File: config.mk
export PLATFORM = sky130hd
export DESIGN_NAME = multicycle_control_flat
export DESIGN_NICKNAME = d
export VERILOG_FILES = /design/src/rtl/multicycle_pkg.sv /design/src/rtl/multicycle_if.sv /design/src/rtl/multicycle_control_alu_decoder.sv /design/src/rtl/multicycle_control.sv /design/src/flat_wrapper.sv
export SDC_FILE = /design/constraint.sdc
export NUM_CORES = 1
export LEC_CHECK = 0
export CAP_MARGIN = 30
export CELL_PAD_IN_SITES_DETAIL_PLACEMENT = 1
export CELL_PAD_IN_SITES_GLOBAL_PLACEMENT = 1
export CORE_MARGIN = 5
export CORE_UTILIZATION = 25
export DETAILED_ROUTE_END_ITERATION = 10
export GPL_ROUTABILITY_DRIVEN = 0
export GPL_TIMING_DRIVEN = 0
export PLACE_DENSITY_LB_ADDON = 0.05
export SYNTH_ARGS = -nofsm -noshare
export SYNTH_HDL_FRONTEND = slang
export SYNTH_SLANG_ARGS = --single-unit
File: constraint.sdc
create_clock -name clk -period 1.9 [get_ports clk]
set_clock_uncertainty 0.15 [all_clocks]
set_input_delay 0.285 -clock clk [delete_from_list [all_inputs] [get_ports clk]]
set_output_delay 0.285 -clock clk [all_outputs]
set_load 0.02 [all_outputs]
File: src/rtl/multicycle_pkg.sv
// Shared types and constants for the multicycle MIPS controller.
// State encoding, opcode/funct values, ALU codes and mux selects.
package multicycle_pkg;

   typedef enum logic [3:0] {
      S_FETCH    = 4'd0,
      S_DECODE   = 4'd1,
      S_MEMADR   = 4'd2,
      S_MEMREAD  = 4'd3,
      S_MEMWB    = 4'd4,
      S_MEMWRITE = 4'd5,
      S_EXECUTE  = 4'd6,
      S_ALUWB    = 4'd7,
      S_BRANCH   = 4'd8,
      S_ADDIEX   = 4'd9,
      S_ADDIWB   = 4'd10,
      S_GPIOWB   = 4'd11
   } state_t;

   localparam logic [5:0] OP_RTYPE = 6'h00;
   localparam logic [5:0] OP_J     = 6'h02;
   localparam logic [5:0] OP_JAL   = 6'h03;
   localparam logic [5:0] OP_BEQ   = 6'h04;
   localparam logic [5:0] OP_BNE   = 6'h05;
   localparam logic [5:0] OP_ADDI  = 6'h08;
   localparam logic [5:0] OP_LW    = 6'h23;
   localparam logic [5:0] OP_SW    = 6'h2B;

   localparam logic [5:0] F_ADD = 6'h20;
   localparam logic [5:0] F_SUB = 6'h22;
   localparam logic [5:0] F_AND = 6'h24;
   localparam logic [5:0] F_OR  = 6'h25;
   localparam logic [5:0] F_SLT = 6'h2A;

   localparam logic [2:0] ALU_ADD = 3'b010;
   localparam logic [2:0] ALU_SUB = 3'b110;
   localparam logic [2:0] ALU_AND = 3'b000;
   localparam logic [2:0] ALU_OR  = 3'b001;
   localparam logic [2:0] ALU_SLT = 3'b111;

   typedef enum logic [1:0] {
      ALUOP_ADD   = 2'b00,
      ALUOP_SUB   = 2'b01,
      ALUOP_FUNCT = 2'b10
   } alu_op_t;

   localparam logic [1:0] DST_RT = 2'd0;
   localparam logic [1:0] DST_RD = 2'd1;
   localparam logic [1:0] DST_RA = 2'd2;

   localparam logic [1:0] WB_ALU  = 2'd0;
   localparam logic [1:0] WB_MEM  = 2'd1;
   localparam logic [1:0] WB_GPIO = 2'd2;

   localparam logic SRCA_PC = 1'b0;
   localparam logic SRCA_A  = 1'b1;

   localparam logic [1:0] SRCB_B       = 2'd0;
   localparam logic [1:0] SRCB_FOUR    = 2'd1;
   localparam logic [1:0] SRCB_IMM     = 2'd2;
   localparam logic [1:0] SRCB_IMM_SL2 = 2'd3;

   localparam logic [1:0] PCSRC_ALU    = 2'd0;
   localparam logic [1:0] PCSRC_ALUOUT = 2'd1;
   localparam logic [1:0] PCSRC_JUMP   = 2'd2;

   // One bundle of every strobe the FSM produces in a state.
   typedef struct packed {
      logic       pc_en;
      logic       i_or_d;
      logic       mem_write;
      logic       ir_write;
      logic [1:0] reg_dst;
      logic [1:0] mem_to_reg;
      logic       reg_write;
      logic       alu_src_a;
      logic [1:0] alu_src_b;
      logic [1:0] pc_src;
      logic       illegal_op;
      logic       alu_en;
      alu_op_t    alu_op;
   } ctrl_t;

   function automatic logic is_mem_op(input logic [5:0] op);
      return (op == OP_LW) || (op == OP_SW);
   endfunction

endpackage

File: src/rtl/multicycle_if.sv
// Point-to-point wires between the controller and the datapath.
// master = controller side, slave = datapath side.
interface multicycle_if;

   logic [5:0] Op;
   logic [5:0] Funct;
   logic       Zero;
   logic       PC_En;
   logic       I_or_D;
   logic       Mem_Write;
   logic       IR_Write;
   logic [1:0] Reg_Dst;
   logic [1:0] Mem_to_Reg;
   logic       Reg_Write;
   logic       ALU_Src_A;
   logic [1:0] ALU_Src_B;
   logic [2:0] ALU_Control;
   logic [1:0] PC_Src;
   logic       Illegal_Op;
   logic [3:0] State_o;

   modport master (
      input  Op, Funct, Zero,
      output PC_En, I_or_D, Mem_Write, IR_Write,
      output Reg_Dst, Mem_to_Reg, Reg_Write,
      output ALU_Src_A, ALU_Src_B, ALU_Control,
      output PC_Src, Illegal_Op, State_o
   );

   modport slave (
      output Op, Funct, Zero,
      input  PC_En, I_or_D, Mem_Write, IR_Write,
      input  Reg_Dst, Mem_to_Reg, Reg_Write,
      input  ALU_Src_A, ALU_Src_B, ALU_Control,
      input  PC_Src, Illegal_Op, State_o
   );

endinterface

File: src/rtl/multicycle_control_alu_decoder.sv
// Maps the controller's ALU_Op request and the funct field to an ALU code.
// Funct_Valid flags the R-type functs the datapath supports.
module alu_decoder
   import multicycle_pkg::*;
(
   input  alu_op_t    ALU_Op,
   input  logic [5:0] Funct,
   output logic [2:0] ALU_Control,
   output logic       Funct_Valid
);

   logic [2:0] funct_ctrl;

   // Funct lookup, then select by requested operation.
   always_comb begin
      funct_ctrl  = ALU_ADD;
      Funct_Valid = 1'b1;
      unique case (Funct)
         F_ADD:   funct_ctrl = ALU_ADD;
         F_SUB:   funct_ctrl = ALU_SUB;
         F_AND:   funct_ctrl = ALU_AND;
         F_OR:    funct_ctrl = ALU_OR;
         F_SLT:   funct_ctrl = ALU_SLT;
         default: Funct_Valid = 1'b0;
      endcase

      unique case (ALU_Op)
         ALUOP_ADD:   ALU_Control = ALU_ADD;
         ALUOP_SUB:   ALU_Control = ALU_SUB;
         ALUOP_FUNCT: ALU_Control = funct_ctrl;
         default:     ALU_Control = ALU_ADD;
      endcase
   end

endmodule

File: src/rtl/multicycle_control.sv
// Moore sequencing FSM for the multicycle MIPS datapath.
// Optional gpin instruction enabled by defining MULTICYCLE_GPIO_IN_EN.
module multicycle_control
   import multicycle_pkg::*;
#(
   parameter logic [5:0] GPIO_IN_OPCODE = 6'h3F
) (
   input  logic          clk,
   input  logic          reset,
   multicycle_if.master  ctl
);

   state_t     state_q, state_d;
   ctrl_t      c, co;
   logic [2:0] alu_ctrl;
   logic       funct_valid;

   alu_decoder u_alu_dec (
      .ALU_Op      (c.alu_op),
      .Funct       (ctl.Funct),
      .ALU_Control (alu_ctrl),
      .Funct_Valid (funct_valid)
   );

   // State register, forced to FETCH while reset is low.
   always_ff @(posedge clk or negedge reset) begin
      if (!reset) state_q <= S_FETCH;
      else        state_q <= state_d;
   end

   // Next state and per-state strobes.
   always_comb begin
      c        = '0;
      c.alu_op = ALUOP_ADD;
      state_d  = state_q;
      unique case (state_q)
         S_FETCH: begin
            c.ir_write  = 1'b1;
            c.alu_src_b = SRCB_FOUR;
            c.alu_en    = 1'b1;
            c.pc_src    = PCSRC_ALU;
            c.pc_en     = 1'b1;
            state_d     = S_DECODE;
         end
         S_DECODE: begin
            c.alu_src_b = SRCB_IMM_SL2;
            c.alu_en    = 1'b1;
            state_d     = S_FETCH;
            if (ctl.Op == OP_J) begin
               c.pc_src = PCSRC_JUMP;
               c.pc_en  = 1'b1;
            end else if (ctl.Op == OP_JAL) begin
               // ALU_Out still holds PC+4, which is the link value.
               c.pc_src     = PCSRC_JUMP;
               c.pc_en      = 1'b1;
               c.reg_write  = 1'b1;
               c.reg_dst    = DST_RA;
               c.mem_to_reg = WB_ALU;
            end else if (is_mem_op(ctl.Op)) begin
               state_d = S_MEMADR;
            end else if (ctl.Op == OP_RTYPE && funct_valid) begin
               state_d = S_EXECUTE;
            end else if (ctl.Op == OP_BEQ || ctl.Op == OP_BNE) begin
               state_d = S_BRANCH;
            end else if (ctl.Op == OP_ADDI) begin
               state_d = S_ADDIEX;
`ifdef MULTICYCLE_GPIO_IN_EN
            end else if (ctl.Op == GPIO_IN_OPCODE) begin
               state_d = S_GPIOWB;
`else
            end else if (ctl.Op == GPIO_IN_OPCODE) begin
               // gpin is not built in; it traps like any unknown opcode.
               c.illegal_op = 1'b1;
`endif
            end else begin
               c.illegal_op = 1'b1;
            end
         end
         S_MEMADR: begin
            c.alu_src_a = SRCA_A;
            c.alu_src_b = SRCB_IMM;
            c.alu_en    = 1'b1;
            state_d     = (ctl.Op == OP_SW) ? S_MEMWRITE : S_MEMREAD;
         end
         S_MEMREAD: begin
            c.i_or_d = 1'b1;
            state_d  = S_MEMWB;
         end
         S_MEMWB: begin
            c.reg_write  = 1'b1;
            c.mem_to_reg = WB_MEM;
            c.reg_dst    = DST_RT;
            state_d      = S_FETCH;
         end
         S_MEMWRITE: begin
            c.i_or_d    = 1'b1;
            c.mem_write = 1'b1;
            state_d     = S_FETCH;
         end
         S_EXECUTE: begin
            c.alu_src_a = SRCA_A;
            c.alu_src_b = SRCB_B;
            c.alu_op    = ALUOP_FUNCT;
            c.alu_en    = 1'b1;
            state_d     = S_ALUWB;
         end
         S_ALUWB: begin
            c.reg_write  = 1'b1;
            c.reg_dst    = DST_RD;
            c.mem_to_reg = WB_ALU;
            state_d      = S_FETCH;
         end
         S_BRANCH: begin
            c.alu_src_a = SRCA_A;
            c.alu_src_b = SRCB_B;
            c.alu_op    = ALUOP_SUB;
            c.alu_en    = 1'b1;
            c.pc_src    = PCSRC_ALUOUT;
            c.pc_en     = (ctl.Op == OP_BEQ) ? ctl.Zero : !ctl.Zero;
            state_d     = S_FETCH;
         end
         S_ADDIEX: begin
            c.alu_src_a = SRCA_A;
            c.alu_src_b = SRCB_IMM;
            c.alu_en    = 1'b1;
            state_d     = S_ADDIWB;
         end
         S_ADDIWB: begin
            c.reg_write  = 1'b1;
            c.reg_dst    = DST_RT;
            c.mem_to_reg = WB_ALU;
            state_d      = S_FETCH;
         end
         S_GPIOWB: begin
`ifdef MULTICYCLE_GPIO_IN_EN
            c.reg_write  = 1'b1;
            c.reg_dst    = DST_RT;
            c.mem_to_reg = WB_GPIO;
`endif
            state_d = S_FETCH;
         end
         default: state_d = S_FETCH;
      endcase
   end

   // Gate every strobe with reset so an aborted write dies immediately.
   always_comb begin
      co = reset ? c : '0;
   end

   assign ctl.PC_En       = co.pc_en;
   assign ctl.I_or_D      = co.i_or_d;
   assign ctl.Mem_Write   = co.mem_write;
   assign ctl.IR_Write    = co.ir_write;
   assign ctl.Reg_Dst     = co.reg_dst;
   assign ctl.Mem_to_Reg  = co.mem_to_reg;
   assign ctl.Reg_Write   = co.reg_write;
   assign ctl.ALU_Src_A   = co.alu_src_a;
   assign ctl.ALU_Src_B   = co.alu_src_b;
   assign ctl.ALU_Control = co.alu_en ? alu_ctrl : 3'b000;
   assign ctl.PC_Src      = co.pc_src;
   assign ctl.Illegal_Op  = co.illegal_op;
   assign ctl.State_o     = reset ? state_q : S_FETCH;

endmodule

File: src/flat_wrapper.sv
// flat-port wrapper written by rule: the top's interface ports become plain ports
module multicycle_control_flat import multicycle_pkg::*;
#(
   parameter logic [5:0] GPIO_IN_OPCODE = 6'h3F
)
  (clk, reset, ctl_Op, ctl_Funct, ctl_Zero, ctl_PC_En, ctl_I_or_D, ctl_Mem_Write, ctl_IR_Write, ctl_Reg_Dst, ctl_Mem_to_Reg, ctl_Reg_Write, ctl_ALU_Src_A, ctl_ALU_Src_B, ctl_ALU_Control, ctl_PC_Src, ctl_Illegal_Op, ctl_State_o);
  multicycle_if ctl_i ();
  input  logic clk;
  input  logic reset;
  input wire logic [$bits(ctl_i.Op)-1:0] ctl_Op;
  input wire logic [$bits(ctl_i.Funct)-1:0] ctl_Funct;
  input wire logic [$bits(ctl_i.Zero)-1:0] ctl_Zero;
  output wire logic [$bits(ctl_i.PC_En)-1:0] ctl_PC_En;
  output wire logic [$bits(ctl_i.I_or_D)-1:0] ctl_I_or_D;
  output wire logic [$bits(ctl_i.Mem_Write)-1:0] ctl_Mem_Write;
  output wire logic [$bits(ctl_i.IR_Write)-1:0] ctl_IR_Write;
  output wire logic [$bits(ctl_i.Reg_Dst)-1:0] ctl_Reg_Dst;
  output wire logic [$bits(ctl_i.Mem_to_Reg)-1:0] ctl_Mem_to_Reg;
  output wire logic [$bits(ctl_i.Reg_Write)-1:0] ctl_Reg_Write;
  output wire logic [$bits(ctl_i.ALU_Src_A)-1:0] ctl_ALU_Src_A;
  output wire logic [$bits(ctl_i.ALU_Src_B)-1:0] ctl_ALU_Src_B;
  output wire logic [$bits(ctl_i.ALU_Control)-1:0] ctl_ALU_Control;
  output wire logic [$bits(ctl_i.PC_Src)-1:0] ctl_PC_Src;
  output wire logic [$bits(ctl_i.Illegal_Op)-1:0] ctl_Illegal_Op;
  output wire logic [$bits(ctl_i.State_o)-1:0] ctl_State_o;
  assign ctl_i.Op = ctl_Op;
  assign ctl_i.Funct = ctl_Funct;
  assign ctl_i.Zero = ctl_Zero;
  assign ctl_PC_En = ctl_i.PC_En;
  assign ctl_I_or_D = ctl_i.I_or_D;
  assign ctl_Mem_Write = ctl_i.Mem_Write;
  assign ctl_IR_Write = ctl_i.IR_Write;
  assign ctl_Reg_Dst = ctl_i.Reg_Dst;
  assign ctl_Mem_to_Reg = ctl_i.Mem_to_Reg;
  assign ctl_Reg_Write = ctl_i.Reg_Write;
  assign ctl_ALU_Src_A = ctl_i.ALU_Src_A;
  assign ctl_ALU_Src_B = ctl_i.ALU_Src_B;
  assign ctl_ALU_Control = ctl_i.ALU_Control;
  assign ctl_PC_Src = ctl_i.PC_Src;
  assign ctl_Illegal_Op = ctl_i.Illegal_Op;
  assign ctl_State_o = ctl_i.State_o;
  multicycle_control #(.GPIO_IN_OPCODE(GPIO_IN_OPCODE)) u_core (.clk(clk), .reset(reset), .ctl(ctl_i));
endmodule
### Word level (Yosys, flattened, before mapping)

Cells that the tools add are included.

* flip-flop bits (word level): 4
* input port bits: 15
* output and inout port bits: 22
* logic and storage cells: 74

* equal/unequal tests: 24
* multiplexer cells: 38
* reduce and logical (&&, ||, !) cells: 11

Operators by type and width (count)
* $eq 6x6->1 const B: 7
* $mux 4: 7
* $pmux 4 s6: 1
* $pmux 5 s4: 1
* $mux 18: 1
* $eq 4x3->1 const B: 4
* $mux 1: 16
* $eq 4x4->1 const B: 3
* $eq 6x2->1 const B: 2
* $eq 6x3->1 const B: 2
* $pmux 3 s4: 1
* $mux 5: 2
* $eq 4x2->1 const B: 2
* $pmux 2 s2: 2
* $eq 6x4->1 const B: 1
* $logic_not 6->1: 1
* $mux 3: 2
* $pmux 2 s3: 1
* $pmux 3 s2: 1
* $reduce_or 6->1: 1
* $reduce_or 5->1: 1
* $eq 4x1->1 const B: 1
* $logic_not 4->1: 1
* $mux 2: 2
* 8 further kinds: 10

### Depth between registers and ports, before layout

* depth after elaboration: 11
* depth in mapped cells: 7
* mapped depth without buffers: 7

### Hierarchy

From an unflattened synthesis, not the netlist that was laid out.

* cell total of the unflattened synthesis: 101
* area total of the unflattened synthesis: 740.7 µm²

Modules (own cells, without submodules)
* multicycle_control: times used 1, cells each 83, area each 573.0 µm², seq. area each 100.1 µm²
* alu_decoder: times used 1, cells each 18, area each 167.7 µm², seq. area each 0.0 µm²

### Least setup slack after synthesis

No wires, ideal clock.

* path type: reg-to-output
* from: reg u_core.state_q[3]
* to: out ctl_ALU_Control[0]
* arrival time: 1728 ps
* required time: 1465 ps
* setup slack: -263 ps
* stages on the path, launching flop included: 6
* path through: dfrtp_1 -> buf_6 -> and2b_1 -> nand3_1 -> ha_1 -> nor4b_2

* longest elaborated chain between the ends: 5
* elaborated cells between the ends (all ways): 14

Ends and longest elaborated chain
* start: declaration: RTL line multicycle_control.sv:13 `state_t state_q, state_d;`
* start signal: assignment: RTL line multicycle_control.sv:28 `else state_q <= state_d;`
* $eq 4x4->1 (tied with other cells): RTL line multicycle_control.sv:36 `unique case (state_q)`
* $pmux 2 s2 or $reduce_or 6->1 (tied branches)
* $eq 2x2->1 (tied with other cells): RTL line multicycle_control_alu_decoder.sv:27 `unique case (ALU_Op)`
* $pmux 3 s2 or $mux 18 (tied branches): RTL line multicycle_control_alu_decoder.sv:27, multicycle_control.sv:148
* $mux 3 *: RTL line multicycle_control.sv:160 `assign ctl.ALU_Control = co.alu_en ? alu_ctrl : 3'b000;`
* end: declaration: RTL line flat_wrapper.sv:22 `output wire logic [$bits(ctl_i.ALU_Control)-1:0] ctl_ALU_Control;`

Mark *: on every way between the ends. The rest lies on a longest branch, timed or not.

### Worst setup path after layout

Ends and elaborated chain as after synthesis.

==> reports/summary.md <==
The logs give 4980 µm for the first-pass GRT wire length and 1041 for the total number of vias. The number of buffers on the longest clock path is 2, and the total detailed-routing wirelength is 3190 µm. In the final routed layout, each cell accounts on average for 16.0 µm.

The number of maximum-capacitance violations is 0. The most instantiated flip-flop cell in the synthesis netlist was sky130_fd_sc_hd__dfrtp_1. Setup violations remaining at the end of the flow were counted as 13.

During synthesis, Yosys emitted a total of 0 warnings. After clock tree synthesis, the clock-pin slew on the worst setup and hold paths is 0.05 ns. The fraction of layout instances using a drive strength above 1 was 51.2%; the share of the clock period used by the worst path was 124%. The total half-perimeter wirelength after legalization and detailed placement is 2150 µm.

During I/O placement, the number of pins put on the boundary was 37. Across the VDD grid, the largest voltage drop is 0.371 mV. The count of input and output buffers works out to 35. For this run, the slowest stage of the critical path takes 0.45 ns. After global routing the overflow that remains totals 0. The number of global-route vias before repair was 1074; the total CTS buffers was 3. TritonCTS built the clock tree. The tools report the maximum number of pins on one net before global-route repair as 11.

The total area inside the core boundary comes to 3000 µm². The number of nets at the end of the flow is 185, and the top fanout value on the critical path is 4. The final critical path time including I/O delays and setup works out to 2.35 ns. After synthesis, the mean cell area works out to 7.23 µm².

For the overall routing resource usage, the log shows 14.8%. On the critical path, the stage with the largest delay is an instance of sky130_fd_sc_hd__dfrtp_2. The number of distinct standard cells referenced by the synthesized netlist came out at 49. Adding up every negative setup slack in the final design gives -3.25 ns.

The number of buffer and inverter stages on the critical path works out to 2. The tools report the clock tree root driver cell as sky130_fd_sc_hd__clkbuf_4. Derived from the worst setup path, the maximum achievable clock frequency is 426 MHz. The tools report the type of destination of the critical path as an output port.

The run gives 107 as the synthesized instance count. Counting every net in the synthesized netlist gives 125. Counting flops with a built-in enable in the synthesized netlist gives 0. The logs give 9.9% for the clock network power share and 1.46 ns for the critical path required time. The later pin in the worst-skew pair is clocked with a latency of 0.24 ns. In the routed layout, each cell is associated on average with a via count of 5.23. The logs give 0 for the final number of max-transition violations and 1210 µm² for the post-detailed-placement cell area. The die is 65.6 µm wide.

For the share of total power in combinational logic, the log shows 77.4%. The hold violation total from the final report was 0. The multi-input combinational cells in the finished layout cover a total of 774 µm². The tightest hold path in the finished design has a slack of 0.454 ns.

OpenSTA, run right after detailed placement, puts the worst setup slack at -0.924 ns. Setup repair after global routing could not meet its margin everywhere. Overall die area: 4310 µm². The final reports fail on negative setup slack.

The fraction of synthesis flops using an asynchronous set or reset pin works out to 100%. The first-pass iteration count of the detailed router is 4, and the vertical extent of the die is 65.6 µm. For the internal power component, the log shows 652 µW.

The area added between synthesis and finish was 98.5%; the count of H-tree levels built during CTS was 1. The count of nets left with antenna violations once routing finished came out at 0. The register with the most flip-flops in the layout has 4 of them. The sequential area share after synthesis was 12.9%.

The post-layout worst setup margin is -0.448 ns. The signal on the critical path passes through buf_6 > and2b_2 > nand3_4 > ha_4 > o21ai_2 > nand2_2 > nor4b_4 > buf_4. Classification of the worst-slack hold path: input port to async pin.

The initial antenna violation count is 0. The TritonCTS sink count was 4; the sequential cell fraction of total power was 12.7%. In the routed design, unresolved DRC markers number 0.

The power per cell area works out to 794 nW/µm². Fill cells in the final layout number 374. The flow ran to the end, but the final reports show violations. The tools report the number of rows created at floorplan as 20. u_core.state_q holds more flip-flops than any other register.

The analysis attributes to cell leakage a power of 0.000702 µW. In this design, the largest share of critical-path delay is due to simple AND/OR/NAND/NOR gates. The cell area after synthesis was 773 µm². In this run switching power makes up 46.5% of total power. In the final layout, the registers with the most flip-flops are u_core.state_q (4). The total net switching power is 566 µW, and the antenna cell count is 0. Type of the worst setup path: register to output port. After routing the design area is 1540 µm². Synthesis inferred 4 register bits. The data arrival time of the critical path was 1.91 ns. The iteration-0 DRC count of the detailed router came out at 22. For this configuration, the core starts out at a cell density of 25.8%. Summing all flip-flop and latch instances after layout gives 105 µm².

Kind of start point of the critical path: a register.
==> layout by cell type, fill, tap and decap left out, drive strengths merged, types with 3 or more instances in the layout <==
master / instances
inv: 7
a21oi: 5
nor3: 8
clkdlybuf4s50: 6
nand3: 3
ha: 3
nand2b: 4
and2: 6
buf: 41
dfrtp: 4
o21ai: 6
nor2: 14
dlygate4sd2: 11
clkbuf: 5
nand2: 10
==> metrics by stage <==
stage	cells	utilization, %	total power [µW]
after floorplan	107	-	559
after global placement	175	40.4	801
after detailed placement	175	40.4	811
after CTS	193	47.2	1100
after global routing	199	51.1	1300
final	199	51.1	1220
==> worst paths after layout <==
kind | slack, ns | end | start | cells after the start
max in group asynchronous | 0.93 | u_core.state_q[0] | reset | 2
max reg2reg | 0 | u_core.state_q[3] | u_core.state_q[2] | 8
min | 0.45 | u_core.state_q[2] | reset | 2
min in group clk | 0.49 | u_core.state_q[0] | ctl_Op[3] | 3
min reg2reg | 0.58 | u_core.state_q[0] | u_core.state_q[2] | 2
max | -0.45 | ctl_ALU_Control[0] | u_core.state_q[3] | 8
==> layout make-up <==
class | count | share of cell area, %
Clock buffer | 4 | 1.71
Tap cell | 33 | 2.69
Inverter | 7 | 1.71
Timing Repair Buffer | 55 | 32.9
Multi-Input combinational cell | 90 | 50.4
Buffer | 6 | 3.67
Sequential cell | 4 | 6.85
==> worst register-to-register path, delay by kind of cell, from the launching register on <==
family / cells / cell delay (ns)
buf+inv: 5 / 0.66
flops: 1 / 0.43
simple gates: 1 / 0.30
compound gates: 2 / 0.29
==> logic make-up after synthesis <==
group           Yosys count  synth area share, %
buf+inv                  13                 8.57
simple gates             58                 44.7
xor+xnor                  1                 1.13
fa+ha+maj                 3                 4.85
compound gates           24                 23.3
other cells               1                0.485
flops                     4                 12.9
mux                       3                 4.05
==> power by group through the flow <==
stage	Clock, µW	Combinational (µW)	Sequential (µW)
after global placement	0	643	158
final	121	943	154
after CTS	119	830	148
after global routing	132	1010	157
after floorplan	0	409	149
after detailed placement	0	650	161
==> cells in the mapped netlist, types with 3 or more instances <==
library cell	number	area (µm²)
sky130_fd_sc_hd__a21oi_1	5	25.0
sky130_fd_sc_hd__ha_1	3	37.5
sky130_fd_sc_hd__nand2_1	8	30.0
sky130_fd_sc_hd__nand3_1	3	15.0
sky130_fd_sc_hd__nor3_1	7	35.0
sky130_fd_sc_hd__nor2_1	14	52.6
sky130_fd_sc_hd__and2_1	6	37.5
sky130_fd_sc_hd__dfrtp_1	4	100
sky130_fd_sc_hd__inv_1	6	22.5
sky130_fd_sc_hd__nand2b_1	3	18.8
sky130_fd_sc_hd__o21ai_0	3	15.0
==> routing by layer <==
layer	up-vias	share of wire, %	global-route usage, %
li1	500	-	-
met1	493	43	17.7
met2	42	50	26.0
met3	6	5.2	1.71
met4	0	2.0	6.99
met5	-	0	0
==> timing repair <==
action                                 CTS  global route
endpoints found under the hold margin    4             0
gates cloned                             0             0
resized for setup                      123            22
pin swaps                                8            12
setup endpoints to repair               21            17
buffers inserted                        13             6
hold buffers                             1             0
Note: power is estimated with default switching activity, not from simulation.
